**src/rtl/com_rx_fifo_pkg.sv**
```systemverilog
`default_nettype none
// ============================================================================
// Module : com_rx_fifo_pkg
// Shared status-register bit positions and mode encodings for the RX FIFO.
// Rev    : 1.0
// ============================================================================
package com_rx_fifo_pkg;

   localparam int   C_AVAIL       = 0;
   localparam int   C_OVERRUN     = 1;
   localparam int   C_COUNT_LSB   = 8;
   localparam int   C_COUNT_W     = 8;

   localparam logic C_MODE_DATA   = 1'b0;
   localparam logic C_MODE_STATUS = 1'b1;

   localparam int   C_TIMEOUT_W   = 20;

endpackage
`default_nettype wire

```
**src/rtl/com_fifo_mem.sv**
```systemverilog
`default_nettype none
// ============================================================================
// Module : com_fifo_mem
// DEPTH x 8 storage: synchronous write, asynchronous read, no reset.
// Rev    : 1.0
// ============================================================================
module com_fifo_mem #(
   parameter int DEPTH = 16,
   parameter int AW    = 4
) (
   input  logic          clk,
   input  logic          wr_en,
   input  logic [AW-1:0] wr_addr,
   input  logic [7:0]    wr_data,
   input  logic [AW-1:0] rd_addr,
   output logic [7:0]    rd_data
);

   logic [7:0] r_mem [0:DEPTH-1];

   always_ff @(posedge clk) begin
      if (wr_en) begin
         r_mem[wr_addr] <= wr_data;
      end
   end

   assign rd_data = r_mem[rd_addr];

endmodule
`default_nettype wire

```
**src/rtl/com_rx_fifo.sv**
```systemverilog
`default_nettype none
// ============================================================================
// Module : com_rx_fifo
// UART receive FIFO with data/status read port and level interrupt.
// Optional idle-timeout interrupt enabled by macro COM_RX_TIMEOUT_EN.
// Rev    : 1.0
// ============================================================================
module com_rx_fifo
   import com_rx_fifo_pkg::*;
#(
   parameter int DEPTH          = 16,
   parameter int INT_LEVEL      = 1,
   parameter int TIMEOUT_CYCLES = 10000
) (
   input  logic        clk,
   input  logic        rst_n,
   input  logic        rxdReady_i,
   input  logic [7:0]  rxdData_i,
   input  logic        enable_i,
   input  logic        readEnable_i,
   input  logic        mode_i,
   output logic [31:0] dataLoad_o,
   output logic        int_o
);

   localparam int AW = $clog2(DEPTH);
   localparam int CW = AW + 1;

   logic [AW-1:0] r_head, r_tail;
   logic [CW-1:0] r_count, w_count_nxt;
   logic          r_overrun, w_overrun_nxt;
   logic          r_data_req_q, r_stat_req_q;
   logic          w_data_req, w_stat_req;
   logic          w_empty, w_full;
   logic          w_pop, w_push, w_drop;
   logic          w_int_nxt;
   logic [7:0]    w_head_byte;
   logic [8:0]    w_count9;
   logic [7:0]    w_count8;

   assign w_empty    = (r_count == '0);
   assign w_full     = (r_count == CW'(DEPTH));
   assign w_data_req = enable_i & readEnable_i & (mode_i == C_MODE_DATA);
   assign w_stat_req = enable_i & readEnable_i & (mode_i == C_MODE_STATUS);

   // A pop on the same edge frees a slot, so a push into a full FIFO is still taken.
   assign w_pop         = w_data_req & ~r_data_req_q & ~w_empty;
   assign w_push        = rxdReady_i & (~w_full | w_pop);
   assign w_drop        = rxdReady_i & ~w_push;
   assign w_count_nxt   = r_count + CW'(w_push) - CW'(w_pop);
   assign w_overrun_nxt = w_drop | (r_overrun & ~(w_stat_req & ~r_stat_req_q));

`ifdef COM_RX_TIMEOUT_EN
   logic [C_TIMEOUT_W-1:0] r_to_cnt, w_to_cnt_nxt;
   logic                   r_to_flag, w_to_flag_nxt;

   always_comb begin
      w_to_cnt_nxt  = r_to_cnt;
      w_to_flag_nxt = r_to_flag;
      if (w_push | w_pop) begin
         w_to_cnt_nxt  = '0;
         w_to_flag_nxt = 1'b0;
      end else if (w_empty) begin
         w_to_cnt_nxt  = '0;
      end else if (r_to_cnt != C_TIMEOUT_W'(TIMEOUT_CYCLES)) begin
         w_to_cnt_nxt = r_to_cnt + 1'b1;
         if (w_to_cnt_nxt == C_TIMEOUT_W'(TIMEOUT_CYCLES)) begin
            w_to_flag_nxt = 1'b1;
         end
      end
   end

   always_ff @(posedge clk or negedge rst_n) begin
      if (!rst_n) begin
         r_to_cnt  <= '0;
         r_to_flag <= 1'b0;
      end else begin
         r_to_cnt  <= w_to_cnt_nxt;
         r_to_flag <= w_to_flag_nxt;
      end
   end

   assign w_int_nxt = (w_count_nxt >= CW'(INT_LEVEL)) | w_to_flag_nxt;
`else
   logic w_unused_timeout;
   assign w_unused_timeout = ^C_TIMEOUT_W'(TIMEOUT_CYCLES);
   assign w_int_nxt        = (w_count_nxt >= CW'(INT_LEVEL));
`endif

   always_ff @(posedge clk or negedge rst_n) begin
      if (!rst_n) begin
         r_head       <= '0;
         r_tail       <= '0;
         r_count      <= '0;
         r_overrun    <= 1'b0;
         r_data_req_q <= 1'b0;
         r_stat_req_q <= 1'b0;
         int_o        <= 1'b0;
      end else begin
         if (w_push) r_tail <= r_tail + AW'(1);
         if (w_pop)  r_head <= r_head + AW'(1);
         r_count      <= w_count_nxt;
         r_overrun    <= w_overrun_nxt;
         r_data_req_q <= w_data_req;
         r_stat_req_q <= w_stat_req;
         int_o        <= w_int_nxt;
      end
   end

   com_fifo_mem #(
      .DEPTH   (DEPTH),
      .AW      (AW)
   ) u_mem (
      .clk     (clk),
      .wr_en   (w_push),
      .wr_addr (r_tail),
      .wr_data (rxdData_i),
      .rd_addr (r_head),
      .rd_data (w_head_byte)
   );

   // A full 256-entry FIFO saturates the 8-bit count field at 8'hFF.
   assign w_count9 = 9'(r_count);
   assign w_count8 = w_count9[8] ? 8'hFF : w_count9[7:0];

   always_comb begin
      dataLoad_o = '0;
      if (mode_i == C_MODE_STATUS) begin
         dataLoad_o[C_COUNT_LSB +: C_COUNT_W] = w_count8;
         dataLoad_o[C_OVERRUN]                = r_overrun;
         dataLoad_o[C_AVAIL]                  = ~w_empty;
      end else if (!w_empty) begin
         dataLoad_o[7:0] = w_head_byte;
      end
   end

endmodule
`default_nettype wire

```
**config.mk**
```make
export PLATFORM = sky130hd
export DESIGN_NAME = com_rx_fifo
export DESIGN_NICKNAME = d
export VERILOG_FILES = /design/src/rtl/com_rx_fifo_pkg.sv /design/src/rtl/com_fifo_mem.sv /design/src/rtl/com_rx_fifo.sv
export SDC_FILE = /design/constraint.sdc
export NUM_CORES = 1
export LEC_CHECK = 0
export BUFFER_PORTS_ARGS = -buffer_cell sky130_fd_sc_hd__buf_2
export CORE_MARGIN = 2
export CORE_UTILIZATION = 40
export DETAILED_ROUTE_END_ITERATION = 6
export PLACE_DENSITY = 0.58
export SLEW_MARGIN = 20
export SYNTH_ARGS = -nofsm -noshare
export SYNTH_HDL_FRONTEND = slang
export SYNTH_HIERARCHICAL = 1
export SYNTH_SLANG_ARGS = --single-unit
```
**constraint.sdc**
```tcl
create_clock -name clk -period 3.7 [get_ports clk]
set_clock_uncertainty 0.15 [all_clocks]
set_input_delay 0.185 -clock clk [delete_from_list [all_inputs] [get_ports clk]]
set_output_delay 0.185 -clock clk [all_outputs]
set_load 0.01 [all_outputs]
```
==> flow_metrics.env <==
export IMPL_layout_nets=406
export IMPL_maxClockFrequency_mhz=293
export IMPL_synth_warning_count=6
export IMPL_grt_total_usage_pct=15.0
export IMPL_die_area_mm2=0.0163
export IMPL_violations="negative hold slack"
export IMPL_final_hold_viol_count=5
export IMPL_delay_contributed_by_the_slowest_stage_of_the_critical_path_ns=0.51
export IMPL_power_density_cell_area_mw_per_mm2=747
export IMPL_finalCritPeriodShare_pct=92.1
export IMPL_max_cap_viol_count=0
export IMPL_cts_hold_buf=10
export IMPL_place_detailed_hpwl_um=6990
export IMPL_ir_worst_vdd_mv=0.458
export IMPL_synthToLayoutAreaGrowth_pct=15.2
export IMPL_residual_overflow_from_global_routing=0
export IMPL_row_count=45
export IMPL_final_cell_area_mm2=0.00703
export IMPL_die_x_um=128
export IMPL_worstSkewPairLatency_ns=0.42
export IMPL_h_tree_depth=4
export IMPL_post_synth_num_cell_types=38
export IMPL_antenna_violating_nets_post_route=0
export IMPL_placer_congestion=0.736
export IMPL_layout_drive_gt1_share_pct=22.5
export IMPL_timing_critical_path_required_ns=3.83
export IMPL_start_util_pct=40.6
export IMPL_kind_of_cell_adding_the_most_delay_to_the_critical_path="adder cells"
export IMPL_total_leakage_power_nw=2.51
export IMPL_dp_slack_ns=0.278
export IMPL_synth_seq_cells=145
export IMPL_placedInstanceArea_mm2=0.00639
export IMPL_num_antenna_cells=0
export IMPL_timing_setup_tns_ns=0
export IMPL_post_synth_inst_count=331
export IMPL_report_final_slew_viol_count=0
export IMPL_post_route_drc_count=0
export IMPL_seq_area_frac_synth_pct=69.9
export IMPL_cp_data_arrival_time_ns=3.54
export IMPL_routed_wirelength_um=11300
export IMPL_setup_slack_ns=0.291
export IMPL_crit_path_cell_trace="inv_1 > ha_1 > nand2_1 > o41ai_4 > ha_1 > inv_1 > ha_1 > inv_1 > fa_1 > nand2b_1 > a21oi_1 > xnor2_1 > or4_1"
export IMPL_path_clk_slew_ns=0.06
export IMPL_worstMarginPinSlew_ns=1.01
export IMPL_startpoint_type="flip-flop"
export IMPL_die_height_um=128
export IMPL_critPathKind="reg2reg"
export IMPL_setup_viol=0
export IMPL_cts_root_buf="sky130_fd_sc_hd__clkbuf_16"
export IMPL_pin_count_of_the_biggest_net_entering_global_routing=36
export IMPL_drt_vias_per_instance=5.14
export IMPL_primary_flip_flop_cell_chosen_by_synthesis_mapping="sky130_fd_sc_hd__edfxtp_1"
export IMPL_timing_critical_path_to_type="flip-flop"
export IMPL_critical_path_slowest_cell="sky130_fd_sc_hd__or4_1"
export IMPL_holdCritPathClass="in2reg"
export IMPL_cts_path_max_buffers=2
export IMPL_port_buffers=27
export IMPL_ctsResizeCount=0
export IMPL_crit_path_max_fanout=6
export IMPL_grt_first_pass_wirelength_um=17300
export IMPL_cts_tree="done"
export IMPL_num_vias=3003
export IMPL_cts_setup_buffers=0
export IMPL_min_period_ns=3.41
export IMPL_async_flop_share_pct=11.7
export IMPL_synth_edf_count=128
export IMPL_tritoncts_num_sinks=145
export IMPL_setup_repair_after_global_routing_missed_its_margin="no"
export IMPL_initial_antenna_violation_count=0
export IMPL_ioPinCount=47
export IMPL_avgRoutedWirePerCell_um=19.4
export IMPL_syn_mean_instance_area_um2=18.4
export IMPL_firstDrtPassIters=4
export IMPL_placeable_core_area_mm2=0.0150
export IMPL_path_buf_inv=3
export IMPL_run_status="finished, violations left"
export IMPL_final_hold_worst_slack_ns=-0.000654
export IMPL_syn_cell_area_mm2=0.00611
export IMPL_detail_route_iter0_violations=250
export IMPL_slew_headroom_pct=32.3
export IMPL_first_global_vias=3030
export IMPL_cts_made_buffers=17
## sequential cells by signal, summed over array words and instances, names as in the netlist
| signal | cells |
|---|---|
| r_data_req_q | 1 |
| r_overrun | 1 |
| r_head | 4 |
| r_stat_req_q | 1 |
| int_o | 1 |
| u_mem/r_mem | 128 |
| r_count | 5 |
| r_tail | 4 |
## cell usage after synthesis, types with 2 or more instances
cell type | count | area (µm²)
sky130_fd_sc_hd__buf_6 | 3 | 33.8
sky130_fd_sc_hd__clkdlybuf4s25_2 | 3 | 30.0
sky130_fd_sc_hd__buf_4 | 20 | 150
sky130_fd_sc_hd__inv_1 | 9 | 33.8
sky130_fd_sc_hd__nand2b_1 | 6 | 37.5
sky130_fd_sc_hd__a21oi_1 | 2 | 10.0
sky130_fd_sc_hd__a22oi_1 | 16 | 120
sky130_fd_sc_hd__nand2_1 | 13 | 48.8
sky130_fd_sc_hd__xnor2_1 | 5 | 43.8
sky130_fd_sc_hd__mux4_2 | 18 | 405
sky130_fd_sc_hd__nand3_1 | 2 | 10.0
sky130_fd_sc_hd__xor2_1 | 5 | 43.8
sky130_fd_sc_hd__dfrtp_1 | 17 | 425
sky130_fd_sc_hd__buf_2 | 5 | 25.0
sky130_fd_sc_hd__nor2b_1 | 3 | 18.8
sky130_fd_sc_hd__nor2_1 | 20 | 75.1
sky130_fd_sc_hd__nand3b_1 | 2 | 15.0
sky130_fd_sc_hd__mux4_1 | 14 | 368
sky130_fd_sc_hd__nor3_1 | 4 | 20.0
sky130_fd_sc_hd__edfxtp_1 | 128 | 3840
sky130_fd_sc_hd__ha_1 | 8 | 100
sky130_fd_sc_hd__and2_1 | 12 | 75.1
## power by group
group	switching (mW)	internal [mW]
Clock	0.644	0.923
Combinational	0.745	0.704
Sequential	0.212	2.02
Total	1.60	3.65
## cell families (layout without fill, tap and decap cells)
| logic type | after synthesis | in the layout | share of synthesized area [%] |
|---|---|---|---|
| xor+xnor | 10 | 10 | 1.43 |
| buf+inv | 40 | 87 | 4.47 |
| other cells | 1 | 19 | 0.0614 |
| flops | 145 | 145 | 69.9 |
| compound gates | 22 | 22 | 2.93 |
| fa+ha+maj | 9 | 9 | 1.97 |
| simple gates | 70 | 70 | 6.13 |
| mux | 34 | 34 | 13.1 |
## layout by cell type, fill, tap and decap left out, drive strengths merged, types with 8 or more instances in the layout
| cell | netlist | final |
|---|---|---|
| edfxtp | 128 | 128 |
| buf | 28 | 36 |
| mux4 | 32 | 32 |
| nor2 | 20 | 20 |
| conb | 1 | 19 |
| clkbuf | 0 | 19 |
| dfrtp | 17 | 17 |
| a22oi | 16 | 16 |
| nand2 | 13 | 13 |
| and2 | 12 | 12 |
| inv | 9 | 12 |
| dlygate4sd3 | 0 | 10 |
| ha | 8 | 8 |
## per-stage QoR
| stage | power, mW | hold slack, ns | cells | util, % |
|---|---|---|---|---|
| after floorplan | 3.32 | -0.261 | 349 | - |
| after global placement | 3.70 | -0.0221 | 542 | 42.5 |
| after detailed placement | 3.73 | -0.0103 | 542 | 42.5 |
| after CTS | 5.32 | 0.000557 | 584 | 46.8 |
| after global routing | 5.54 | 0.00399 | 584 | 46.8 |
| final | 5.25 | -0.000654 | 584 | 46.8 |
## final cells by class
class | instances | area [µm²]
clock buffers | 19 | 433
clock inverters | 13 | 113
fillers | 1261 | 8000
inverters | 9 | 33.8
multi-input cells | 164 | 1630
flip-flops and latches | 145 | 4270
well taps | 188 | 235
repair buffers | 46 | 315
## layer usage
metal	up-vias	wire (µm)	share of wire [%]	GRT usage, %
met5	-	0	0	0
met4	0	107	0.94	4.40
met3	12	706	6.2	5.32
met2	90	5640	50	24.0
met1	1528	4890	43	19.5
li1	1373	-	-	-
## path summary, 6_finish.rpt
check | from | depth (start not counted) | slack, ns | to
worst max-delay path | r_count[3] | 13 | 0.29 | int_o
worst min-delay path | rxdData_i[3] | 1 | -0.0007 | u_mem/r_mem[7][3]
worst max register to register | r_count[3] | 13 | 0.29 | int_o
worst min register to register | r_overrun | 1 | 0.38 | r_overrun
max in group asynchronous | rst_n | 2 | 3.02 | r_head[1]
min in group asynchronous | rst_n | 2 | 0.08 | r_count[4]
(Power assumes the default switching activity.)
